## config.mk

```make
export PLATFORM = sky130hd
export DESIGN_NAME = lane_packer
export DESIGN_NICKNAME = d
export VERILOG_FILES = /design/src/rtl/lane_packer.sv
export SDC_FILE = /design/constraint.sdc
export NUM_CORES = 1
export LEC_CHECK = 0
export BUFFER_PORTS_ARGS = -buffer_cell sky130_fd_sc_hd__buf_2
export CAP_MARGIN = 10
export CORE_UTILIZATION = 39
export DETAILED_ROUTE_END_ITERATION = 10
export MAX_ROUTING_LAYER = met4
export SETUP_SLACK_MARGIN = 0.5
export SYNTH_ARGS = -nofsm -noshare
export SYNTH_HDL_FRONTEND = slang
export SYNTH_SLANG_ARGS = --single-unit
```

## constraint.sdc

```tcl
create_clock -name clk -period 4.15 [get_ports clk]
set_input_delay 0.415 -clock clk [delete_from_list [all_inputs] [get_ports clk]]
set_output_delay 0.415 -clock clk [all_outputs]
set_load 0.005 [all_outputs]
```

## src/rtl/lane_packer.sv

```systemverilog
// Stream-to-vector packer: serial words fill lanes 0..NUM_INPUT-1, closed on full or s_last.
// Define LANE_PACKER_DBUF_EN for a shadow fill bank that keeps accepting while the output is held.
module lane_packer #(
  parameter int NUM_INPUT = 8,
  parameter int WIDTH_IN  = 16
) (
  input  logic                 clk,
  input  logic                 rst,
  input  logic                 ena,
  input  logic [WIDTH_IN-1:0]  s_data,
  input  logic                 s_valid,
  input  logic                 s_last,
  output logic                 s_ready,
  output logic [WIDTH_IN-1:0]  m_data [NUM_INPUT],
  output logic [NUM_INPUT-1:0] m_ctr,
  output logic                 m_last,
  output logic                 m_valid,
  input  logic                 m_ready
);
  localparam int IDXW = $clog2(NUM_INPUT);
`ifdef LANE_PACKER_DBUF_EN
  localparam bit DBUF = 1'b1;
`else
  localparam bit DBUF = 1'b0;
`endif

  typedef enum logic {S_FILL, S_HOLD} state_e;
  typedef logic [WIDTH_IN-1:0] lane_t;

  state_e               state_q, state_d;
  logic [IDXW-1:0]      idx_q, idx_d;
  lane_t                fdata_q [NUM_INPUT];
  lane_t                fdata_d [NUM_INPUT];
  logic [NUM_INPUT-1:0] fctr_q, fctr_d;
  logic                 flast_q, flast_d;
  lane_t                odata_q [NUM_INPUT];
  lane_t                odata_d [NUM_INPUT];
  logic [NUM_INPUT-1:0] octr_q, octr_d;
  logic                 olast_q, olast_d;
  logic                 ovld_q, ovld_d;

  lane_t                nb_data [NUM_INPUT];
  logic [NUM_INPUT-1:0] nb_ctr;
  logic                 nb_last;
  logic                 in_xfer, out_xfer, close, load_out;

  assign s_ready  = ena & (state_q == S_FILL);
  assign in_xfer  = s_valid & s_ready;
  assign out_xfer = ovld_q & m_ready & ena;
  assign close    = in_xfer & ((idx_q == IDXW'(NUM_INPUT - 1)) | s_last);

  // The fill bank moves to the output on close if the output slot is free or
  // being drained this edge; a bank closed earlier moves on the drain itself.
  assign load_out = DBUF ? ((close & (~ovld_q | out_xfer)) | ((state_q == S_HOLD) & out_xfer))
                         : close;

  // Fill bank as it looks with this cycle's word written in.
  always_comb begin
    nb_data = fdata_q;
    nb_ctr  = fctr_q;
    nb_last = flast_q;
    if (in_xfer) begin
      nb_data[idx_q] = s_data;
      nb_ctr[idx_q]  = 1'b1;
      nb_last        = s_last;
    end
  end

  always_comb begin
    state_d = state_q;
    idx_d   = idx_q;
    fdata_d = fdata_q;
    fctr_d  = fctr_q;
    flast_d = flast_q;
    odata_d = odata_q;
    octr_d  = octr_q;
    olast_d = olast_q;
    ovld_d  = ovld_q;
    if (in_xfer) begin
      fdata_d = nb_data;
      fctr_d  = nb_ctr;
      flast_d = nb_last;
      idx_d   = close ? '0 : idx_q + IDXW'(1);
    end
    if (out_xfer) begin
      odata_d = '{default: '0};
      octr_d  = '0;
      olast_d = 1'b0;
      ovld_d  = 1'b0;
      state_d = S_FILL;
    end
    if (load_out) begin
      odata_d = nb_data;
      octr_d  = nb_ctr;
      olast_d = nb_last;
      ovld_d  = 1'b1;
      fdata_d = '{default: '0};
      fctr_d  = '0;
      flast_d = 1'b0;
    end
    // Single bank: every close blocks input. Shadow bank: only a close that cannot move out.
    if (close && (!DBUF || !load_out)) state_d = S_HOLD;
  end

  always_ff @(posedge clk) begin
    if (rst) begin
      state_q <= S_FILL;
      idx_q   <= '0;
      fdata_q <= '{default: '0};
      fctr_q  <= '0;
      flast_q <= 1'b0;
      odata_q <= '{default: '0};
      octr_q  <= '0;
      olast_q <= 1'b0;
      ovld_q  <= 1'b0;
    end else begin
      state_q <= state_d;
      idx_q   <= idx_d;
      fdata_q <= fdata_d;
      fctr_q  <= fctr_d;
      flast_q <= flast_d;
      odata_q <= odata_d;
      octr_q  <= octr_d;
      olast_q <= olast_d;
      ovld_q  <= ovld_d;
    end
  end

  assign m_data  = odata_q;
  assign m_ctr   = octr_q;
  assign m_last  = olast_q;
  assign m_valid = ovld_q;

endmodule

```

# == After elaboration in Yosys (flattened, before gate mapping) ==
# Cells that the tools add are included.
# W data, S select, Z words.
# op_classes
n_addsub,1
magnitude_cmp,4
n_eq_ne,1
mux,16
n_bitwise,9
n_reduce_logical,4
# op_table
op,n
$mux W128,3
$bwmux W128,1
$demux W16 S3,1
$mux W8,3
$mux W16,1
$or A8 B8 Y8,1
$and A1 B1 Y1,5
$mux W1,5
$ge A4 B4 Y1 const B,1
$lt A3 B4 Y1 const B,1
$lt A4 B1 Y1 const B,1
$not A3 Y4,1
$add A3 B1 Y3 const B,1
$demux W1 S3,1
$eq A3 B3 Y1 const B,1
$ge A3 B1 Y1 const B,1
$mux W3,1
$logic_and A1 B1 Y1,2
$reduce_bool A2 Y1,1
$reduce_or A2 Y1,1
$not A1 Y1,1
$or A1 B1 Y1,1
# totals
register_bits,278
output_inout_bits,139
elab_cells,57

# == Longest topological paths before layout ==
# logic_depth
depth_word,8
depth_mapped,8

# == Worst setup path after synthesis ==
# Ideal clock, no wire load.
# synth_timing
path_kind,reg2reg
start,reg idx_q[0]
end,"reg odata_q, in the netlist m_data[32]"
setup_time_ns,0.138
arrival_time_ns,1.572
t_required_ns,4.012
path_slack_ns,2.440
stages_incl_launch_ff,9
path_buffers,3
period_less_slack_ns,1.710
path_cell_list,dfxtp_1 -> ha_1 -> ha_1 -> or2_1 -> buf_2 -> clkbuf_1 -> clkbuf_1 -> o2111ai_1 -> o221ai_1
# synth_via
elab_chain_cells,8
# synth_rtl
item,line_no,source
from (decl),31,"logic [IDXW-1:0] idx_q, idx_d;"
from (signal assigned),118,idx_q <= idx_d;
$not A3 Y4 (implied by the code),63,nb_data[idx_q] = s_data;
$ge A4 B4 Y1 (implied by the code) / $lt A4 B1 Y1 (equally long branches),63,
$logic_and A1 B1 Y1 (implied by the code),63,
$mux W16 (implied by the code),63,
$demux W16 S3,63,
$bwmux W128,63,
$mux W128,62,if (in_xfer) begin
$mux W128,92,if (load_out) begin
to (signal assigned),122,odata_q <= odata_d;
to (decl),36,lane_t odata_q [NUM_INPUT];
# Several ways; a longest one is shown, not always the timed one.
# A chain may end at the register's enable or synchronous reset.

# == Final worst setup path ==
# layout_timing
start,reg idx_q[0]
end,reg fdata_q[34] (netlist bit)
# layout_via
elab_chain_cells,7
# layout_rtl
item,line_no,source
$not A3 Y4 (implied by the code),63,
$ge A4 B4 Y1 (implied by the code) / $lt A4 B1 Y1 (equally long branches),63,
$logic_and A1 B1 Y1 (implied by the code),63,
$mux W16 (implied by the code),63,
$demux W16 S3,63,
$bwmux W128,63,
$mux W128,62,
to (signal assigned),119,fdata_q <= fdata_d;
to (decl),32,lane_t fdata_q [NUM_INPUT];
# Several ways; a longest one is shown, not always the timed one.

==> impl_results.md <==
* Setup Buffers After CTS at 0
* Initial Utilization at 0.395
* Syn. warnings at 0
* Worst Path Max Fanout at 60
* Seq cells post-synth at ~280
* CTS tree: yes
* Die Ht at 175 um
* Hold Fails Final Rpt at 0
* Post-route ant nets at 0
* WL/cell at 22.9 um
* Total power at around 5800 uW
* EDFF count, synth at 0
* Worst Setup End Kind: flop
* Setup TNS at 0 ns
* Syn avg cell area at between 8 and 9 sq um
* Gp weighted congestion at 0.802
* Post-Syn Nets at about 1300
* PwrDens at between 400 and 500 nW/um^2
* Async set-reset flop share out of synthesis at 0
* 1st-iter DRT viols at 1190
* CORE AREA at between 20000 and 30000 sq um
* Reg-to-reg endpoint: fdata_q[34]$_SDFFE_PP0N_
* TritonRoute pass-1 iters at 7
* I/O Pins at 161
* Die area at roughly 30000 sq um
* Clk slew on worst S/H paths at 0.06 ns
* Final min period at approximately 2.9 ns
* Nets@finish at 1378
* Fill cells at approximately 3000
* CTS Buf Count at 30
* Pre-CTS WS at about 1.2 ns
* Final wirelength at ~41 mm
* Post-CTS resize count at 0
* Tcrit/Tclk final at 0.690
* Post-synthesis cell count at approximately 1300
* Setup-failing EPs final at 0
* Maximum resistive drop on vdd at between 0.2 and 0.3 mV
* DR DRC count at 0
* GR peak layer: met2
* Hold_buf cts at 0
* Critical path destination: fdata_q[34]$_SDFFE_PP0N_
* CP Data Arrival Time at 3.28 ns
* FMAX at 0.349 GHz
* CTS sink count at 277
* Critical path launch point type: flop
* Seq/Total Area, Yosys at 0.473
* Layout Area Growth over Synthesis at 14.3%
* # rows at 63
* Worst-margin pin slew at between 1 and 1.5 ns
* Aggregate global routing overflow at 0
* Post-synth cell types at 36
* I/O Buffers at 160
* Hold path cells at 2
* Share of cells above drive strength 1 at 0.188
* R2R Path Start: idx_q[0]$_SDFFE_PP0N_
* CTS root buffer: clkbuf_16
* N_diodes at 0
* Leak at around 0.0046 uW
* CP Launch Point: idx_q[0]$_SDFFE_PP0N_
* Max_cap viols at 0
* Overall routing resource usage at 0.261
* GR Util met3 at 0.0448
* Initial antenna violation count at 0
* R2R depth at 6
* Worst hold margin at roughly 0.11 ns
* Slew Limit Headroom at 0.210
* RSZ-0062 raised after global routing: no
* Clock buffer depth at 3
* Required time worst endpoint at 4.57 ns
* Met1 Usage GRT at 0.363
* Reg2Reg Setup Slack at 1.29 ns
* Vias in the first global route at 9589
* CP Class: reg -> reg
* Cell Area, Synth at around 12000 sq um
* Outcome: finished clean
* Grt met2 use at 0.384
* Most used flip-flop cell after synthesis: dfxtp_1
* Die Width at 175 um
* Final setup margin at 1.29 ns
* HPWL Detailed at about 24 mm
* Largest net degree at the start of global routing at between 100 and 150
* Vias/cell at around 6.1
* Clk Latency, worst-skew pair at roughly 0.54 ns
* H-tree levels at 1
* Final Util at 0.452
* Routed vias at ~11000
* First-pass GRT wire length at roughly 60 mm
* Max-slew violations at 0
* Fin Clk Skew at roughly 0.0066 ns
* HP Class: in -> reg
state kept, by name, indices dropped and copies added, names as in the netlist:
| register | cells |
|---|---|
| fdata_q | 128 |
| m_data | 128 |
| fctr_q | 8 |
| m_ctr | 8 |
| idx_q | 3 |
| m_last | 1 |
| m_valid | 1 |
power breakdown:
part / internal (uW) / leakage, uW / switching (uW)
Clock: 1710 / 0.000516 / 1080
Sequential: 2680 / 0.00223 / 11.8
Combinational: 50.5 / 0.00182 / 261
Total: 4440 / 0.00457 / 1350
worst max-delay path, cell delays in order (launching register included):
cell     delay, ns
dfxtp_1       0.52
ha_1          0.21
ha_1          0.16
or2_4         0.62
a21o_4        0.67
buf_4         0.45
a21oi_1       0.08
cell families after synthesis:
kind of cell,after synthesis,share of synthesized area
AO/OA/AOI/OAI,536,0.315
XOR/XNOR,1,0.000748
buffers and inverters,304,0.125
adder cells (fa/ha/maj),2,0.00214
AND/OR/NAND/NOR,185,0.0836
flip-flops,277,0.473
final cells by class:
cell class | count | area (sq um) | share of cell area
multi-input cells | 724 | 4760 | 0.356
clock buffers | 46 | 922 | 0.0689
flip-flops and latches | 277 | 5550 | 0.414
clock inverters | 10 | 130 | 0.00972
inverters | 128 | 480 | 0.0359
well taps | 390 | 488 | 0.0364
repair buffers | 193 | 1060 | 0.0792
metal layers:
| layer | vias to the layer above | routed length (um) |
|---|---|---|
| li1 | 5023 | - |
| met1 | 5179 | 17900 |
| met2 | 484 | 18100 |
| met3 | 77 | 3360 |
| met4 | 0 | 1180 |
| met5 | - | 0 |
synthesized netlist by cell type (8+ instances only):
library cell  count  area [sq um]
buf_6            29           327
nand3_1         146           731
buf_4            10          75.1
o21ai_0         128           641
o2111ai_1       128          1120
o2bb2ai_1         8          70.1
dfxtp_1         277          5550
buf_2            54           270
a21oi_1         136           681
clkbuf_1         80           300
nor2_1           10          37.5
nand2_1          10          37.5
o221ai_1        128          1120
inv_1           128           480
worst min path at each step:
stage | from | to | slack (ns)
5_1_grt | rst | idx_q[1]$_SDFFE_PP0N_ | 0.10
4_1_cts | rst | idx_q[1]$_SDFFE_PP0N_ | 0.09
6_report | rst | idx_q[1]$_SDFFE_PP0N_ | 0.11
3_5_place_dp | m_ctr[0]$_SDFFE_PP0P_ | m_ctr[0]$_SDFFE_PP0P_ | 0.44
2_1_floorplan | fctr_q[7]$_SDFFE_PP0N_ | fctr_q[7]$_SDFFE_PP0N_ | 0.42
3_3_place_gp | fctr_q[0]$_SDFFE_PP0N_ | fctr_q[0]$_SDFFE_PP0N_ | 0.44
per-stage QoR:
stage	std cells	instance area, sq um
after floorplan	1305	11700
after global placement	1712	12300
after detailed placement	1712	12300
after CTS	1768	13400
after global routing	1768	13400
final	1768	13400
cells in the final DEF (no fill, tap or decap), drive strengths merged, types with 2 or more instances in the layout:
master      n
a21oi     138
a31oi       2
and4b       2
and4bb      2
buf       193
bufinv      3
clkbuf     46
clkinv      5
clkinvlp    2
dfxtp     277
ha          2
inv       128
nand2      11
nand3     146
nand4b      2
nor2       11
nor2b       3
o2111ai   128
o21ai     129
o221ai    128
o2bb2ai     8
or2         2
Note: power is estimated with default switching activity, not from simulation.
